$ cat config.mk
export PLATFORM = sky130hd
export DESIGN_NAME = core_run_ctrl
export DESIGN_NICKNAME = d
export VERILOG_FILES = /design/src/rtl/core_run_ctrl.sv
export SDC_FILE = /design/constraint.sdc
export NUM_CORES = 1
export LEC_CHECK = 0
export BUFFER_PORTS_ARGS = -buffer_cell sky130_fd_sc_hd__buf_2
export CAP_MARGIN = 20
export CORE_MARGIN = 8
export CORE_UTILIZATION = 50
export DETAILED_ROUTE_END_ITERATION = 8
export PLACE_DENSITY = 0.8
export SYNTH_ARGS = -nofsm -noshare
export SYNTH_HDL_FRONTEND = slang
export SYNTH_SLANG_ARGS = --single-unit
$ cat constraint.sdc
create_clock -name clock -period 2.37 [get_ports clock]
set_clock_uncertainty 0.1 [all_clocks]
set_input_delay 0.1185 -clock clock [delete_from_list [all_inputs] [get_ports clock]]
set_output_delay 0.1185 -clock clock [all_outputs]
set_load 0.01 [all_outputs]
$ cat src/rtl/core_run_ctrl.sv
// core_run_ctrl: run-control / watchdog for a single processor core.
// Holds the core in reset for RESET_CYCLES cycles, then runs it under a
// MAX_CYCLES budget until halt or timeout. It also counts run cycles and
// rising edges of the core's zero flag.
module core_run_ctrl #(
    parameter int unsigned RESET_CYCLES = 2,
    parameter int unsigned MAX_CYCLES   = 7,
    parameter int unsigned CNT_W        = 16,
    parameter int unsigned ZC_W         = 8,
    parameter int unsigned AUTO_START   = 1
) (
    input  logic             clock,
    input  logic             reset,
    input  logic             start,
    input  logic             core_zero,
    input  logic             core_halt,
    output logic             core_reset,
    output logic             running,
    output logic             done,
    output logic             timed_out,
    output logic [CNT_W-1:0] cycle_count,
    output logic [ZC_W-1:0]  zero_count
);

    localparam int unsigned     HW        = (RESET_CYCLES > 1) ? $clog2(RESET_CYCLES) : 1;
    localparam logic [HW-1:0]   HOLD_LAST = (RESET_CYCLES > 0) ? HW'(RESET_CYCLES - 1) : '0;
    localparam logic [CNT_W:0]  MAX_EXT   = (CNT_W + 1)'(MAX_CYCLES);

    typedef enum logic [2:0] {
        S_IDLE,
        S_HOLD,
        S_RUN,
        S_DONE,
        S_TIMEOUT
    } state_e;

    state_e             state_q, state_d;
    logic [HW-1:0]      hold_q, hold_d;
    logic [CNT_W-1:0]   cyc_q, cyc_d;
    logic [ZC_W-1:0]    zc_q, zc_d;
    logic               zprev_q, zprev_d;
    logic               core_reset_q, running_q, done_q, timed_out_q;
    logic               restart;

    // Next-state and counter update for the current registered state.
    always_comb begin
        state_d = state_q;
        hold_d  = hold_q;
        cyc_d   = cyc_q;
        zc_d    = zc_q;
        zprev_d = zprev_q;
        restart = 1'b0;
        unique case (state_q)
            S_IDLE: begin
                if ((AUTO_START != 0) || start) restart = 1'b1;
            end
            S_HOLD: begin
                if (hold_q == HOLD_LAST) state_d = S_RUN;
                else                     hold_d  = hold_q + 1'b1;
            end
            S_RUN: begin
                if (start) begin
                    restart = 1'b1;
                end else begin
                    if (!(&cyc_q)) cyc_d = cyc_q + 1'b1;
                    if (core_zero && !zprev_q && !(&zc_q)) zc_d = zc_q + 1'b1;
                    zprev_d = core_zero;
                    // Halt wins over an expiring budget on the same edge.
                    if (core_halt)
                        state_d = S_DONE;
                    else if ((MAX_CYCLES != 0) && (({1'b0, cyc_q} + 1'b1) == MAX_EXT))
                        state_d = S_TIMEOUT;
                end
            end
            S_DONE, S_TIMEOUT: begin
                if (start) restart = 1'b1;
            end
            default: state_d = S_IDLE;
        endcase
        if (restart) begin
            cyc_d   = '0;
            zc_d    = '0;
            zprev_d = 1'b0;
            hold_d  = '0;
            state_d = (RESET_CYCLES == 0) ? S_RUN : S_HOLD;
        end
    end

    // State, counters and outputs; outputs are decoded from the next state so
    // they come straight from flops.
    always_ff @(posedge clock or negedge reset) begin
        if (!reset) begin
            state_q      <= S_IDLE;
            hold_q       <= '0;
            cyc_q        <= '0;
            zc_q         <= '0;
            zprev_q      <= 1'b0;
            core_reset_q <= 1'b1;
            running_q    <= 1'b0;
            done_q       <= 1'b0;
            timed_out_q  <= 1'b0;
        end else begin
            state_q      <= state_d;
            hold_q       <= hold_d;
            cyc_q        <= cyc_d;
            zc_q         <= zc_d;
            zprev_q      <= zprev_d;
            core_reset_q <= (state_d != S_RUN);
            running_q    <= (state_d == S_RUN);
            done_q       <= (state_d == S_DONE) || (state_d == S_TIMEOUT);
            timed_out_q  <= (state_d == S_TIMEOUT);
        end
    end

    assign core_reset  = core_reset_q;
    assign running     = running_q;
    assign done        = done_q;
    assign timed_out   = timed_out_q;
    assign cycle_count = cyc_q;
    assign zero_count  = zc_q;

endmodule

==> flow_summary.ini <==
[sta]
tightest_slew_ps = 731
final-setup-viol-count = 0
rsz0062_at_grt = no
holdWs_ps = 104
timing.final.crit_share_pct = 95.6
fin_setup_tns_ps = 0
min_period_ps = 2270
max_slew_margin_pct = 51.3
drv_slew = 0
fmax_mhz = 441
finalHoldViolations = 0

[critical_path]
cp.required_ps = 2430
path_max_fanout = 7
r2r-start = cycle_count[0]
crit_start = cycle_count[0]
critPathTopFamily = simple AND/OR/NAND/NOR gates
slowest_delay_ps = 490
crit_path_end = running
end_kind = flop
crit_type = flop to flop
path_buf_inv = 1
path_cells = buf_4 -> and3_1 -> o31a_1 -> or4_1 -> o31ai_1 -> nor2_1
cp.arrival_ps = 2320
r2r_cells = 6
rr_endpoint = running
r2r_slack_ps = 100
critPathLaunchType = flop
crit_slowest_cell = or4_1
path_depth = 6

[global_routing]
antenna_found_initial = 0
grt_max_degree = 34
grt_pass1_vias = 1754
grt_usage_pct = 16.1
grt_pass1_wl_um = 8040
overflow = 0

[final_layout]
final_area_um2 = 2380
area_delta_synth_final_pct = 23.6
fin_nets = 279
num_antenna_cells = 0
drive_gt1_share_pct = 26.1

[route]
drcViolationCount = 0
drtAntennaViolNets = 0
drt_pass1_iterations = 4
drtIter0Drc = 86
wl_um = 4650
via_count = 1812
wl_per_cell_um = 14.5
vias_per_cell = 5.66

[outcome]
status = completed

[synth]
ys_top_cells_by_area = dfrtp_1 42%, o21ai_0 6.5%, nor2_1 5.3%
syn_nets = 231
avgSynthCellArea_um2 = 8.62
synthTopCellsByCount = 32 x dfrtp_1, 27 x nor2_1, 25 x o21ai_0, 19 x nand2_1, 15 x nand3_1
synth.top_cell.area_share_pct = 41.6
synth_edf_count = 0
yosys.area.top_type = dfrtp_1
ys_types = 46
yosysWarnings = 0
ys_seq_area_share_pct = 43.0
post-synth-top-count-cell = dfrtp_1
synthCells = 223
ys.flop_type = dfrtp_1
synth.cell_area_um2 = 1920
async_flop_share_pct = 100
ys_ff_latch = 33

[power]
clkPwrFrac_pct = 26.4
p_comb_share_pct = 29.4
internal-power_uw = 1000
vdd_ir_drop_max_mv = 0.353
p_sw_uw = 550
swShare_pct = 35.4
p_leak_uw = 0.00111
power_frac_seq_pct = 44.2
p_per_area_nw_per_um2 = 653

[clocking]
htree_levels = 2
cts_tree = yes
clock_sinks = 33
cts_buffer_depth = 2
post_cts_buffers = 0
numCtsBuffers = 5
clock_latency_ps = 290
cts-root-buf = clkbuf_8
cts.clk_slew.worst_paths_ps = 70

[die]
fp.dieH_um = 78.0
placementRows = 22
ios = 33
die-area_um2 = 6090
start_util_pct = 52.1
die_width_um = 78.0
core_region_area_um2 = 3690

[placed_design]
port_buffers = 32
dpl_cell_area_um2 = 2220
gp_congestion = 0.898
dp_hpwl_um = 3360

[hold_path]
hold_class = primary input to flop

[job]
max_cap_violations = 0
-- how the worst min path moves through the flow --
| stage | start | cells past startpoint | endpoint | slack, ps |
|---|---|---|---|---|
| after floorplan | reset | 0 | cycle_count[0] | -280 |
| after global placement | reset | 1 | zero_count[3] | 110 |
| after detailed placement | reset | 1 | zero_count[7] | 120 |
| final | core_halt | 5 | done | 100 |
| after CTS | core_halt | 5 | done | 100 |
| after global routing | core_halt | 5 | done | 150 |
-- layout by cell type, fill, tap and decap left out, types with 2 or more instances in the layout --
master          n
xor2_1          7
and3_1          4
nor2_1         27
dfrtp_1        32
nand2_1        19
buf_2          32
o31ai_1         6
or3_1           2
nor2_4          2
clkbuf_8        5
clkinv_2        2
nor4_1          2
ha_1            2
a22o_1          2
mux2i_1         2
o21ai_1         2
nor3_2          2
buf_4          17
inv_1           8
a31o_2          2
dlygate4sd3_1   3
xnor2_1         7
nand3_1        15
o21ai_0        25
nand4_1         6
a21oi_1        10
nor3_1          4
-- layout make-up --
type	count	area [µm²]
tap	48	60.1
sequential	33	827
clock inverter	2	10.0
clock buffer	6	72.6
fill	334	1310
multi-input combinational	171	1060
inverter	8	30.0
timing repair buffer	52	318
-- worst register-to-register path, cell delays in order (launching register included) --
cell,delay [ps]
dfrtp_1,410
buf_4,170
and3_1,210
o31a_1,240
or4_1,490
o31ai_1,420
nor2_1,100
-- layer usage --
| metal | wire length (µm) | vias to the layer above | track usage [%] |
|---|---|---|---|
| met5 | 0 | - | 0 |
| met4 | 55 | 0 | 5.37 |
| met3 | 254 | 7 | 6.04 |
| met2 | 2240 | 36 | 25.5 |
| met1 | 2100 | 879 | 19.7 |
| li1 | - | 890 | - |
-- what timing repair did --
action	CTS	global route
gates resized for setup	0	7
endpoints found under the hold margin	35	0
setup endpoints to repair	0	20
hold buffers	3	0
-- flip-flops by register name, indices dropped and copies added (netlist names) --
signal       count
zprev_q          1
running          1
hold_q           1
cycle_count     16
done             1
core_reset       1
timed_out        1
state_q          3
zero_count       8
-- power by group through the flow --
stage | clock network (µW) | registers [µW] | logic, µW
after CTS | 417 | 679 | 448
final | 410 | 686 | 456
after global placement | 0 | 688 | 429
after global routing | 441 | 689 | 514
after detailed placement | 0 | 690 | 443
after floorplan | 0 | 694 | 270
-- metrics by stage --
| step | instances | total power, µW | utilization [%] | setup slack, ps |
|---|---|---|---|---|
| after floorplan | 223 | 965 | - | 41.2 |
| after CTS | 320 | 1540 | 63.3 | 40.3 |
| after global routing | 320 | 1640 | 64.5 | 6.85 |
| final | 320 | 1550 | 64.5 | 103 |
| after global placement | 309 | 1120 | 60.3 | 164 |
| after detailed placement | 309 | 1130 | 60.3 | 67.6 |
-- kinds of logic after synthesis --
kind of cell	Yosys count	share of synthesized area (%)
mux	2	1.04
buf+inv	19	4.29
flops	33	43.0
compound gates	57	18.2
fa+ha+maj	3	1.95
simple gates	95	25.2
xor+xnor	14	6.38
Note: power is estimated with default switching activity, not from simulation.
